## src/rtl/regfile_jtag_pkg.sv

```systemverilog
// Shared definitions for the JTAG-to-register-file bridge.
package regfile_jtag_pkg;

    typedef enum logic [1:0] {
        CMD_NOP       = 2'b00,
        CMD_WRITE     = 2'b01,
        CMD_READ      = 2'b10,
        CMD_WRITE_INC = 2'b11
    } cmd_e;

    // Bridge FSM encoding
    localparam logic [1:0] ST_IDLE    = 2'd0;
    localparam logic [1:0] ST_WRITE   = 2'd1;
    localparam logic [1:0] ST_RD_ADDR = 2'd2;
    localparam logic [1:0] ST_RD_WAIT = 2'd3;

    // Bit positions inside the 2-bit status field returned at capture
    localparam int STAT_RD_VALID = 0;
    localparam int STAT_ERR      = 1;

    // DR layout is {cmd[1:0], addr, mask, data}
    function automatic int dr_width(input int aw, input int mw, input int dw);
        return 2 + aw + mw + dw;
    endfunction

endpackage

```

## src/rtl/regfile_jtag_bridge_dr_shift.sv

```systemverilog
// JTAG data register: parallel load on capture, LSB-first shift, tdo = bit 0.
module jtag_dr_shift #(
    parameter int DR_W = 79
) (
    input  logic            clk,
    input  logic            srst,
    input  logic            load,
    input  logic [DR_W-1:0] load_val,
    input  logic            shift,
    input  logic            tdi,
    output logic [DR_W-1:0] dr,
    output logic            tdo
);

    // Load has priority over shift; the caller already resolves strobe conflicts
    always_ff @(posedge clk) begin
        if (srst)
            dr <= '0;
        else if (load)
            dr <= load_val;
        else if (shift)
            dr <= {tdi, dr[DR_W-1:1]};
    end

    assign tdo = dr[0];

endmodule

```

## src/rtl/regfile_jtag_bridge.sv

```systemverilog
// Decodes JTAG DR updates into single-cycle register-file writes and port-1 reads.
module regfile_jtag_bridge
    import regfile_jtag_pkg::*;
#(
    parameter int ADDR_W = 5,
    parameter int DATA_W = 64,
    parameter int MASK_W = DATA_W / 8,
    parameter int RD_LAT = 1
) (
    input  logic              clk,
    input  logic              srst,
    input  logic              tdi,
    input  logic              capture_en,
    input  logic              shift_en,
    input  logic              update_en,
    output logic              tdo,
    output logic              busy,
    output logic              reg_write,
    output logic [ADDR_W-1:0] w_addr,
    output logic [DATA_W-1:0] w_data,
    output logic [MASK_W-1:0] w_mask,
    output logic [ADDR_W-1:0] r_addr1,
    input  logic [DATA_W-1:0] r_data1
);

    localparam int DR_W = dr_width(ADDR_W, MASK_W, DATA_W);

    logic [DR_W-1:0]   dr;
    logic [DR_W-1:0]   cap_val;
    logic [1:0]        state;
    logic [1:0]        lat_cnt;
    logic [ADDR_W-1:0] last_addr;
    logic [DATA_W-1:0] rdata_hold;
    logic              rd_valid;
    logic              err;
    logic [1:0]        status;

    logic [1:0]        cmd_bits;
    logic [ADDR_W-1:0] dr_addr;
    logic [MASK_W-1:0] dr_mask;
    logic [DATA_W-1:0] dr_data;
    cmd_e              cmd;

    logic do_shift, do_upd, conflict, accept, drop, sample, is_wr, is_rd;

    assign {cmd_bits, dr_addr, dr_mask, dr_data} = dr;
    assign cmd = cmd_e'(cmd_bits);

    // Strobe arbitration: capture beats update beats shift; any overlap is an error
    assign conflict = (capture_en & (update_en | shift_en)) | (update_en & shift_en);
    assign do_upd   = update_en & ~capture_en;
    assign do_shift = shift_en & ~capture_en & ~update_en;

    assign busy   = (state != ST_IDLE);
    assign accept = do_upd & ~busy;
    assign drop   = do_upd & busy;
    assign is_wr  = accept & ((cmd == CMD_WRITE) | (cmd == CMD_WRITE_INC));
    assign is_rd  = accept & (cmd == CMD_READ);

    // Read data is taken on the last cycle the register file needs to settle
    assign sample = ((state == ST_RD_ADDR) && (RD_LAT == 0)) ||
                    ((state == ST_RD_WAIT) && (lat_cnt == 2'(RD_LAT)));

    always_comb begin
        status                = '0;
        status[STAT_ERR]      = err;
        status[STAT_RD_VALID] = rd_valid;
    end

    assign cap_val = {status, last_addr, {MASK_W{1'b0}}, rdata_hold};

    jtag_dr_shift #(.DR_W(DR_W)) u_dr (
        .clk      (clk),
        .srst     (srst),
        .load     (capture_en),
        .load_val (cap_val),
        .shift    (do_shift),
        .tdi      (tdi),
        .dr       (dr),
        .tdo      (tdo)
    );

    // Command FSM; RD_WAIT counts 1..RD_LAT before returning to idle
    always_ff @(posedge clk) begin
        if (srst) begin
            state   <= ST_IDLE;
            lat_cnt <= '0;
        end else begin
            case (state)
                ST_IDLE: begin
                    if (is_wr)      state <= ST_WRITE;
                    else if (is_rd) state <= ST_RD_ADDR;
                end
                ST_WRITE: state <= ST_IDLE;
                ST_RD_ADDR: begin
                    if (RD_LAT == 0) begin
                        state <= ST_IDLE;
                    end else begin
                        state   <= ST_RD_WAIT;
                        lat_cnt <= 2'd1;
                    end
                end
                default: begin
                    if (sample) state <= ST_IDLE;
                    else        lat_cnt <= lat_cnt + 2'd1;
                end
            endcase
        end
    end

    // Register-file request outputs and last-address tracking
    always_ff @(posedge clk) begin
        if (srst) begin
            reg_write <= 1'b0;
            w_addr    <= '0;
            w_data    <= '0;
            w_mask    <= '0;
            r_addr1   <= '0;
            last_addr <= '0;
        end else begin
            reg_write <= is_wr;
            if (is_wr) begin
                w_addr    <= dr_addr;
                w_data    <= dr_data;
                w_mask    <= dr_mask;
                last_addr <= (cmd == CMD_WRITE_INC) ? dr_addr + ADDR_W'(1) : dr_addr;
            end
            if (is_rd) begin
                r_addr1   <= dr_addr;
                last_addr <= dr_addr;
            end
        end
    end

    // Read data and sticky status; setting wins over the clear done by capture
    always_ff @(posedge clk) begin
        if (srst) begin
            rdata_hold <= '0;
            rd_valid   <= 1'b0;
            err        <= 1'b0;
        end else begin
            if (sample)          rdata_hold <= r_data1;
            if (sample)          rd_valid   <= 1'b1;
            else if (capture_en) rd_valid   <= 1'b0;
            if (conflict | drop) err        <= 1'b1;
            else if (capture_en) err        <= 1'b0;
        end
    end

endmodule
```

## config.mk

```make
export PLATFORM = sky130hd
export DESIGN_NAME = regfile_jtag_bridge
export DESIGN_NICKNAME = d
export VERILOG_FILES = /design/src/rtl/regfile_jtag_pkg.sv /design/src/rtl/regfile_jtag_bridge_dr_shift.sv /design/src/rtl/regfile_jtag_bridge.sv
export SDC_FILE = /design/constraint.sdc
export NUM_CORES = 1
export LEC_CHECK = 0
export ABC_AREA = 1
export ABC_CLOCK_PERIOD_IN_PS = 2700
export CORE_MARGIN = 1.5
export CORE_UTILIZATION = 50
export CTS_CLUSTER_SIZE = 8
export DETAILED_ROUTE_END_ITERATION = 7
export PLACE_DENSITY_LB_ADDON = 0.12
export SYNTH_ARGS = -nofsm -noshare
export SYNTH_HDL_FRONTEND = slang
export SYNTH_HIERARCHICAL = 1
export SYNTH_SLANG_ARGS = --single-unit
```

## constraint.sdc

```tcl
create_clock -name clk -period 2.7 [get_ports clk]
set_input_delay 0.54 -clock clk [delete_from_list [all_inputs] [get_ports clk]]
set_output_delay 0.54 -clock clk [all_outputs]
set_load 0.05 [all_outputs]
```

==> results of run 1 <==
## stage by stage
step | util [%] | hold WS [ps] | power (W)
floorplan | - | 444 | 0.00427
global placement | 59.9 | 430 | 0.00454
detailed placement | 59.9 | 435 | 0.00455
CTS | 64.8 | 376 | 0.00835
global route | 64.8 | 408 | 0.00860
finish | 64.8 | 401 | 0.00827
## area by class of cell
type | instances | share of cell area [%]
flip-flops and latches | 237 | 38.6
multi-input cells | 896 | 31.5
repair buffers | 170 | 14.2
clock buffers | 36 | 7.33
inverters | 179 | 5.47
well taps | 260 | 2.65
clock inverters | 3 | 0.244
## worst min-delay path, stage by stage
cell	delay, ps
buf_4	150
nand2_1	60
nand2_1	60
a21oi_1	50
## synth_stat cells
cell      number
nand4_2        1
buf_1          1
nand4_1        1
buf_2         27
nand3_1       10
nand3_2        2
ha_1           2
a211oi_1       1
inv_1        176
nor3_1         1
xnor2_1        2
a31oi_1        1
conb_1         1
o21ai_0       66
inv_2          3
nor2_2         1
a21oi_1      232
o21ai_1       20
nand2_1      533
buf_4         14
xor2_1         1
buf_6         14
dfxtp_1      237
clkbuf_1      35
nor2_4         2
o211ai_1       1
nor2_1        11
## kinds of logic after synthesis
kind of cell	after synthesis	synth area share, %
AO/OA/AOI/OAI	321	16.5
XOR/XNOR	3	0.269
adder cells (fa/ha/maj)	2	0.256
buffers and inverters	270	12.3
flip-flops	237	48.5
other	1	0.0383
AND/OR/NAND/NOR	562	22.1
## worst max-delay path by stage
| stage | start | to | slack, ps | cells past startpoint |
|---|---|---|---|---|
| final | state[1] | busy | 150 | 3 |
| after global routing | state[1] | busy | 120 | 3 |
| after CTS | state[1] | busy | 140 | 3 |
| after detailed placement | update_en | last_addr[4] | 490 | 8 |
| after global placement | update_en | w_data[38] | 490 | 7 |
| after floorplan | update_en | u_dr/dr[59] | 1230 | 8 |
## power by group through the flow
stage               Combinational (W)  Sequential, W  Clock (W)
CTS                          0.000775        0.00371    0.00386
detailed placement           0.000771        0.00378          0
global placement             0.000763        0.00378          0
floorplan                    0.000381        0.00389          0
global route                 0.000855        0.00372    0.00402
finish                       0.000774        0.00371    0.00378
## metal layers
metal	GRT usage, %	routed length (um)	vias up
met2	38.5	10500	209
met5	0	0	-
met1	29.0	10300	3817
li1	-	-	4540
met3	3.99	1090	47
met4	8.36	551	0
## registers in the layout, indices dropped and copies added, names as in the netlist
name,flops
reg_write,1
err,1
u_dr/dr,79
rdata_hold,64
rd_valid,1
state,2
r_addr1,5
w_data,64
lat_cnt,2
w_mask,8
last_addr,5
w_addr,5
==> flow_summary.toml, run 1 <==
[clock_network]
cts_resized = 0
cts_setup_buffers = 0
holdBufCountCts = 0
numCtsBuffers = 35
root_buffer = "clkbuf_16"
cts.sinks = 237
cts.reportedPaths.clkPinSlew_ps = 50
clk_latency_ps = 510
cts_buffer_depth = 3
htreeDepth = 2
cts_tree = "yes"

[min_path]
hp-class = "input pin to flip-flop"
holdPathEnd = "u_dr/dr[77]"
min_path_cells = 4
holdCritStartpoint = "capture_en"

[drt]
routed_wl_um = 22400
drc = 0
vias = 8613
detail_route.wl_per_cell_um = 12.6
dr.pass1.iters = 5
drtIter0Drc = 407
ant_nets = 0
via_per_inst = 4.84

[sta]
setup_tns_ps = 0
max_slew_margin_pct = 51.2
finalMaxSlewViolations = 0
hold_viol_final = 0
rsz0062_at_grt = "false"
fin_crit_ps = 2550
fin_skew_ps = 15.2
min_period_over_period_pct = 94.3
worst_slack_ps = 155
worst_slew_pin_slew_ps = 733
fmax_mhz = 393
setup_viol = 0

[floorplanning]
io_pins = 155
start_util_pct = 51.6
rows = 50
die_h_um = 143
die_w_um = 143
dieArea_um2 = 20400
coreArea_um2 = 19000

[cells_and_area]
layout_commonest_cell = "nand2_1"
fin_area_um2 = 12300
fillers = 1734
mostFrequentLayoutCells = "nand2_1, dfxtp_1, a21oi_1, inv_1, clkdlybuf4s50_1"
nNetsFinal = 1591
final_cells = 1781
diodes = 0
area_growth_syn_to_layout_pct = 25.6
drive_above_1_share_pct = 4.40
multi_input_area_um2 = 3870
regArea_um2 = 4740

[worst_setup_path]
worstPathRequired_ps = 2160
critPathMaxStageDelay_ps = 820
reg2reg_from = "lat_cnt[0]"
criticalPathCategory = "flip-flop to output port"
path_delay_family = "buffers and inverters"
path_cells = "nor2_4 -> inv_1 -> clkdlybuf4s50_1"
arrival_ps = 2010
r2r_end = "rdata_hold[31]"
slowest_stage = "clkdlybuf4s50_1"
critPathBufInv = 2
r2r.worst_path.cells = 5
cp-end-kind = "output port"
crit_path_max_fanout = 6
crit_path_start_kind = "flip-flop"
r2r_slack_ps = 1030

[yosys]
yosys_warnings = 6
syn_area_um2 = 9780
synth_top_cell_area_share_pct = 48.5
synth_area_per_cell_um2 = 7.01
yosys.area.top_type = "dfxtp_1"
syn_inst = 1396
synth_seq_cells = 237
yosys-top-cells-area = "dfxtp_1, nand2_1, a21oi_1, inv_1, o21ai_0"
yosysUniqueCellTypes = 27
ys_seq_area_share_pct = 48.5

[placed_design]
dpl-instance-area_um2 = 11400
dp.final_hpwl_um = 13500
io_buffers = 154
gp_congestion = 0.799
dp_cells = 1742
post-place-ws_ps = 491

[grt]
grt_usage_pct = 22.7
overflow = 0
antenna_found_initial = 0
grt_max_degree = 150
grt_pass1_wl_um = 38000
grt_pass1_vias = 8002

[power_and_ir_drop]
combPwrFrac_pct = 9.4
switchingPower_w = 0.00201
p_sw_share_pct = 24.3
power.density_nw_per_um2 = 673
intPower_w = 0.00627
ir_drop_mv = 0.412
leakagePower_nw = 4.71
power_frac_clock_pct = 45.7
pwr-share-seq_pct = 44.9

[run]
maxCapViolCount = 0

[status]
status = "complete, no violations"
Note: power is estimated with default switching activity, not from simulation.
==> run 2, diff against run 1 <==
- CAP_MARGIN: not set -> 25
- CORE_ASPECT_RATIO: not set -> 1.5
==> run 2 against run 1 <==
Net effect: critical path depth unchanged; final cell count shrank 0.22%; routed wire length increased by 5.6%; non-clock buffer count is 1 higher; critical endpoint unchanged.
==> flow_summary.toml, run 2 (synthesis gave the netlist of run 1 again) <==
[clock_network]
holdBufCountCts = 0
root_buffer = "clkbuf_16"
cts_tree = "yes"
cts_resized = 0
cts_setup_buffers = 0
clk_latency_ps = 480
cts.reportedPaths.clkPinSlew_ps = 50
htreeDepth = 2
cts.sinks = 237
cts_buffer_depth = 3
numCtsBuffers = 35

[cells_and_area]
layout_commonest_cell = "nand2_1"
diodes = 0
mostFrequentLayoutCells = "nand2_1, dfxtp_1, a21oi_1, inv_1, clkdlybuf4s50_1"
fillers = 1797
drive_above_1_share_pct = 4.40
area_growth_syn_to_layout_pct = 25.4
reg_top3 = "u_dr/dr x79, rdata_hold x64, w_data x64"
largest_register_ff_count = 79
nNetsFinal = 1592
final_cells = 1777
regMostFlops = "u_dr/dr"

[sta]
fmax_mhz = 394
fin_skew_ps = 12.0
timing.hold.ws_ps = 438
fin_crit_ps = 2540
finalMaxSlewViolations = 0
setup_viol = 0
worst_slew_pin_slew_ps = 776
max_slew_margin_pct = 48.3
min_period_over_period_pct = 94.1
rsz0062_at_grt = "false"
worst_slack_ps = 160
setup_tns_ps = 0
hold_viol_final = 0

[drt]
dr.max_layer_used = "met4"
vias = 8769
met1_length_um = 9680
via_per_inst = 4.93
routed_wl_um = 23700
drc = 0
drtIter0Drc = 497
detail_route.wl_per_cell_um = 13.3
ant_nets = 0
wl_met2_um = 12300
dr.pass1.iters = 4
wl_met3_um = 1080

[power_and_ir_drop]
power.density_nw_per_um2 = 674
leakagePower_nw = 4.71
power.total_w = 0.00827
ir_drop_mv = 0.452

[worst_setup_path]
crit_path_max_fanout = 6
cp-end-kind = "output port"
worstPathRequired_ps = 2160
path_cells = "nor2_4 -> inv_1 -> clkdlybuf4s50_1"
critPathMaxStageDelay_ps = 820
criticalPathCategory = "flip-flop to output port"
critPathLaunch = "state[1]"
path_delay_family = "buffers and inverters"
arrival_ps = 2000
crit_path_start_kind = "flip-flop"
critPathBufInv = 2
slowest_stage = "clkdlybuf4s50_1"
r2r_slack_ps = 980
reg2reg_from = "lat_cnt[0]"

[grt]
grt_usage_pct = 23.4
grt_pass1_wl_um = 38800
grt_max_degree = 150
grt_pass1_vias = 8164
antenna_found_initial = 0
overflow = 0

[status]
status = "complete, no violations"

[floorplanning]
coreArea_um2 = 19200
dieArea_um2 = 20400
die_h_um = 174
rows = 62
start_util_pct = 51.1
die_w_um = 117
io_pins = 155

[placed_design]
io_buffers = 154
gp_congestion = 0.771
dp.final_hpwl_um = 14600
dp_cells = 1739
post-place-ws_ps = 463

[run]
maxCapViolCount = 0

[min_path]
hp-class = "flip-flop to flip-flop"
holdCritStartpoint = "r_addr1[3]"
run 2: changes by cell type in the layout (fill, tap and decap cells not counted):
cell	before	now
buf_4	11	14
buf_12	7	5
clkbuf_16	36	37
clkinv_8	1	0
inv_6	1	0
run 2: stage by stage:
| step | instance area, um^2 | utilization [%] |
|---|---|---|
| floorplan | 9810 | - |
| global placement | 11300 | 59.2 |
| detailed placement | 11300 | 59.2 |
| CTS | 12300 | 64.0 |
| global route | 12300 | 64.0 |
| finish | 12300 | 64.0 |
run 2: power breakdown:
part / switching (W) / internal [W]
Combinational: 0.000477 / 0.000297
Clock: 0.00140 / 0.00238
Sequential: 0.0000910 / 0.00363
run 2: layout make-up:
| cell class | count | area, um^2 | area share [%] |
|---|---|---|---|
| flip-flops and latches | 237 | 4740 | 38.7 |
| multi-input cells | 896 | 3870 | 31.6 |
| repair buffers | 171 | 1730 | 14.1 |
| clock buffers | 37 | 926 | 7.55 |
| inverters | 179 | 672 | 5.48 |
| well taps | 256 | 320 | 2.61 |
| clock inverters | 1 | 5.00 | 0.0408 |
run 2: worst paths after layout:
check,endpoint,cells past startpoint
max,busy,3
min,r_addr1[3],2
max reg2reg,lat_cnt[1],6
min reg2reg,r_addr1[3],2
run 2: per-layer routing:
metal	GRT usage, %	vias to the layer above
li1	-	4523
met1	27.2	3985
met2	42.2	213
met5	0	-
met4	8.58	0
met3	3.73	48
run 2: worst register-to-register path, stage by stage (launching register included):
cell	delay, ps
dfxtp_1	320
ha_1	220
nand3_2	90
buf_4	630
a21oi_1	150
nor2_1	120
nor2_1	40
==> run 3, diff against run 2 <==
- GPL_ROUTABILITY_DRIVEN: not set -> 0
==> results of run 3 <==
Same layout as run 2: the final DEF is identical, and so are final timing and power.
